--- src/rtl/control_unit.sv ---
// Fetch/decode front end: PC and IF/ID registers plus
// combinational ID-stage control decode of the latched word.
module control_unit (
  input  logic        clk,
  input  logic        R,
  input  logic        LE,
  input  logic [7:0]  in_pc,
  input  logic [31:0] rom_instruction,
  output logic [7:0]  out_pc,
  output logic [31:0] instruction,
  output logic [3:0]  opcode,
  output logic        AM,
  output logic        S_enable,
  output logic        load_instr,
  output logic        RF_enable,
  output logic        Size_enable,
  output logic        RW_enable,
  output logic        Enable_signal,
  output logic        BL_instr,
  output logic        B_instr
);

  logic is_nop;
  logic is_dp;
  logic is_ls;
  logic is_br;
  logic is_cmp_class;

  always_ff @(posedge clk) begin
    if (R) begin
      out_pc      <= 8'h00;
      instruction <= 32'h0;
    end else if (LE) begin
      out_pc      <= in_pc;
      instruction <= rom_instruction;
    end
  end

  // The all-zero word decodes as data processing, so NOP must win first
  assign is_nop = (instruction == 32'h0);
  assign is_dp  = !is_nop && (instruction[27:26] == 2'b00);
  assign is_ls  = !is_nop && (instruction[27:26] == 2'b01);
  assign is_br  = !is_nop && (instruction[27:25] == 3'b101);

  // TST/TEQ/CMP/CMN only set flags
  assign is_cmp_class = (instruction[24:23] == 2'b10);

  always_comb begin
    opcode        = 4'b0000;
    AM            = 1'b0;
    S_enable      = 1'b0;
    load_instr    = 1'b0;
    RF_enable     = 1'b0;
    Size_enable   = 1'b0;
    RW_enable     = 1'b0;
    Enable_signal = 1'b0;
    BL_instr      = 1'b0;
    B_instr       = 1'b0;
    unique case (1'b1)
      is_dp: begin
        opcode    = instruction[24:21];
        S_enable  = instruction[20];
        AM        = instruction[25];
        RF_enable = !is_cmp_class;
      end
      is_ls: begin
        opcode        = instruction[23] ? 4'b0100 : 4'b0010;
        AM            = !instruction[25];
        Enable_signal = 1'b1;
        load_instr    = instruction[20];
        RF_enable     = instruction[20];
        RW_enable     = !instruction[20];
        Size_enable   = instruction[22];
      end
      is_br: begin
        B_instr   = 1'b1;
        opcode    = 4'b0100;
        BL_instr  = instruction[24];
        RF_enable = instruction[24];
      end
      default: begin
      end
    endcase
  end

endmodule

--- config.mk ---
export PLATFORM = sky130hd
export DESIGN_NAME = control_unit
export DESIGN_NICKNAME = d
export VERILOG_FILES = /design/src/rtl/control_unit.sv
export SDC_FILE = /design/constraint.sdc
export NUM_CORES = 1
export LEC_CHECK = 0
export ABC_CLOCK_PERIOD_IN_PS = 2380
export CAP_MARGIN = 20
export CORE_ASPECT_RATIO = 1.2
export CORE_MARGIN = 8
export CORE_UTILIZATION = 29
export CTS_CLUSTER_DIAMETER = 80
export CTS_CLUSTER_SIZE = 28
export DETAILED_ROUTE_END_ITERATION = 7
export PLACE_DENSITY = 0.65
export SLEW_MARGIN = 10
export SYNTH_ARGS = -nofsm -noshare
export SYNTH_HDL_FRONTEND = slang
export SYNTH_SLANG_ARGS = --single-unit
--- constraint.sdc ---
create_clock -name clk -period 2.38 [get_ports clk]
set_clock_uncertainty 0.05 [all_clocks]
set_input_delay 0.595 -clock clk [delete_from_list [all_inputs] [get_ports clk]]
set_output_delay 0.595 -clock clk [all_outputs]
set_load 0.01 [all_outputs]
==> flow_summary.json <==
{
  "critPathMaxFanout": 3,
  "critical-path-top-delay-family": "simple AND/OR/NAND/NOR gates",
  "hold_viol_final": 0,
  "r2r-end": "instruction[27]",
  "clk_pin_slew_worst_paths_ns": 0.07,
  "r2r_start": "instruction[27]",
  "max_slew_margin_pct": 69.2,
  "core_um2": 5300,
  "hold_class": "reg2reg",
  "maxCapViolations": 0,
  "rows": 29,
  "wl_per_cell_um": 14.9,
  "drive_above_1_share_pct": 13.4,
  "port_buffers": 95,
  "start_kind": "flip-flop",
  "cts_inserted_buffers": 5,
  "grt_pass1_vias": 1541,
  "num_vias": 1486,
  "end_kind": "primary output",
  "stdcell_count": 330,
  "yosysSeqAreaShare_pct": 50.4,
  "reg2reg_slack_ns": 1.53,
  "gp_congestion": 0.721,
  "p_leak_nw": 1.20,
  "nets": 310,
  "die_h_um": 97.1,
  "period_needed_ns": 2.29,
  "hold-worst-slack_ns": 0.447,
  "start_util_pct": 30.0,
  "grt_max_degree": 41,
  "hold_start": "out_pc[7]",
  "placed_cells": 318,
  "fillers": 515,
  "ctsRootBufferMaster": "clkbuf_8",
  "clock_latency_ns": 0.28,
  "fin_util_pct": 53.0,
  "status": "complete, no violations",
  "hold_depth": 2,
  "rsz0062_at_grt": "true",
  "reg2reg_depth": 3,
  "synth.avg_cell_area_um2": 9.80,
  "vdd_drop_max_mv": 0.318,
  "antenna_found_initial": 0,
  "cts_tree": "done",
  "required_ns": 1.74,
  "synth_nets": 205,
  "power_density_nw_per_um2": 551,
  "final_max_slew_viol_count": 0,
  "synth_warnings": 0,
  "area_growth_pct": 76.7,
  "min_to": "out_pc[7]",
  "pin_count": 96,
  "setup_viol": 0,
  "drt-initial-drc-count": 50,
  "grt_pass1_wl_mm": 7.96,
  "viasPerCell": 4.50,
  "timing.fmax_mhz": 436,
  "cpMaxStageDelayCell": "dfxtp_4",
  "clockBufferDepth": 2,
  "arrival_ns": 1.65,
  "h-tree-depth": 2,
  "crit_chain": "nor4_4, nand4_1, o21ai_2, buf_4, o21ai_1, buf_2",
  "syn_inst": 162,
  "ctsHoldBuffers": 0,
  "synth_cell_type_count": 17,
  "cts_num_sinks": 40,
  "drcViolationCount": 0,
  "hpwl_mm": 3.76,
  "max_stage_delay_ns": 0.36,
  "period_share_pct": 96.4,
  "ys_ff_latch": 40,
  "setup.worst_path.class": "reg2out",
  "syn-cell-area_um2": 1590,
  "diodes": 0,
  "power.total_mw": 1.54,
  "cp_num_buf_inv": 2,
  "drt_wl_total_mm": 4.93,
  "grt_overflow": 0,
  "antenna_left": 0,
  "dieArea_um2": 8110,
  "drt_pre_antenna_iters": 4,
  "track_usage_pct": 11.7,
  "worstMarginPinSlew_ns": 0.462,
  "fp.dieW_um": 83.5
}
-- routing by layer --
layer	track usage, %	share of wire, %
met1	12.8	41
met2	20.0	50
met3	5.45	8.5
met4	2.80	0.39
met5	0	0
-- placed cells by master (no fill, tap or decap), types with 2 or more instances in the layout --
| master | instances |
|---|---|
| clkdlybuf4s50_1 | 90 |
| nor2_1 | 49 |
| mux2i_1 | 40 |
| dfxtp_1 | 35 |
| buf_4 | 10 |
| clkbuf_8 | 6 |
| inv_1 | 4 |
| buf_2 | 4 |
| dfxtp_2 | 4 |
| and2_1 | 3 |
| nor4_2 | 3 |
| nor4_4 | 2 |
| nor4_1 | 2 |
| nand4_1 | 2 |
| clkbuf_1 | 2 |
| buf_12 | 2 |
-- worst register-to-register path, stage by stage (launching register included) --
cell and delay [ns]:
dfxtp_1 0.35, buf_4 0.16, mux2i_1 0.13, nor2_1 0.05
-- stage by stage --
stage          setup TNS [ns]  cell area (µm²)  worst slack (ns)
2_1_floorplan               0             1590             0.646
3_3_place_gp         -0.00500             2650          -0.00261
3_5_place_dp                0             2650           0.00221
4_1_cts                     0             2800           0.00286
5_1_grt               -0.0388             2810           -0.0254
6_report                    0             2810            0.0855
-- synthesized netlist by cell type --
library cell  count  area (µm²)
a211oi_1          1        7.51
a21o_2            1        8.76
and2_1            3        18.8
and2_4            1        8.76
and2b_1           1        7.51
and3b_1           1        8.76
buf_4             4        30.0
clkbuf_1          5        18.8
dfxtp_1          40         801
inv_1             4        15.0
mux2i_1          40         400
nand4_1           2        12.5
nor2_1           49         184
nor4_1            7        43.8
o21ai_1           1        5.00
o21ai_2           1        8.76
xnor2_1           1        8.76
-- layout make-up --
class	instances	area (µm²)	area share [%]
Timing Repair Buffer	107	1040	37.1
Sequential cell	40	810	28.9
Multi-Input combinational cell	109	772	27.5
Clock buffer	8	90.1	3.21
Tap cell	62	77.6	2.77
Inverter	4	15.0	0.535
-- registers in the layout, summed over array words and instances, names as in the netlist --
name	cells
instruction	32
out_pc	8
-- what timing repair did --
action / CTS / global route
gates resized for setup: 20 / 8
pin swaps: 5 / 3
setup endpoints to repair: 4 / 7
setup buffers: 2 / 2
-- report_power, final --
group / internal (mW) / switching, mW
sequential: 0.710 / 0.0380
clock: 0.236 / 0.209
combinational: 0.221 / 0.130
total: 1.17 / 0.377
-- kinds of logic (layout without fill, tap and decap cells) --
logic type      Yosys count  count (layout)  synth area share, %
buf+inv                  13             119                 4.02
mux                      40              40                 25.2
compound gates            4               4                 1.89
xor+xnor                  1               1                0.552
simple gates             64              64                 17.9
flops                    40              40                 50.4
-- worst max path at each step --
stage | from | endpoint | slack (ns) | cells after the start
floorplan | instruction[27] | RF_enable | 0.65 | 4
CTS | instruction[24] | S_enable | 0.003 | 7
finish | instruction[11] | RF_enable | 0.09 | 6
global route | instruction[11] | RF_enable | -0.03 | 6
detailed placement | instruction[11] | RF_enable | 0.002 | 5
global placement | instruction[3] | opcode[0] | -0.003 | 5
No activity file was read; power rests on OpenSTA's default activity.
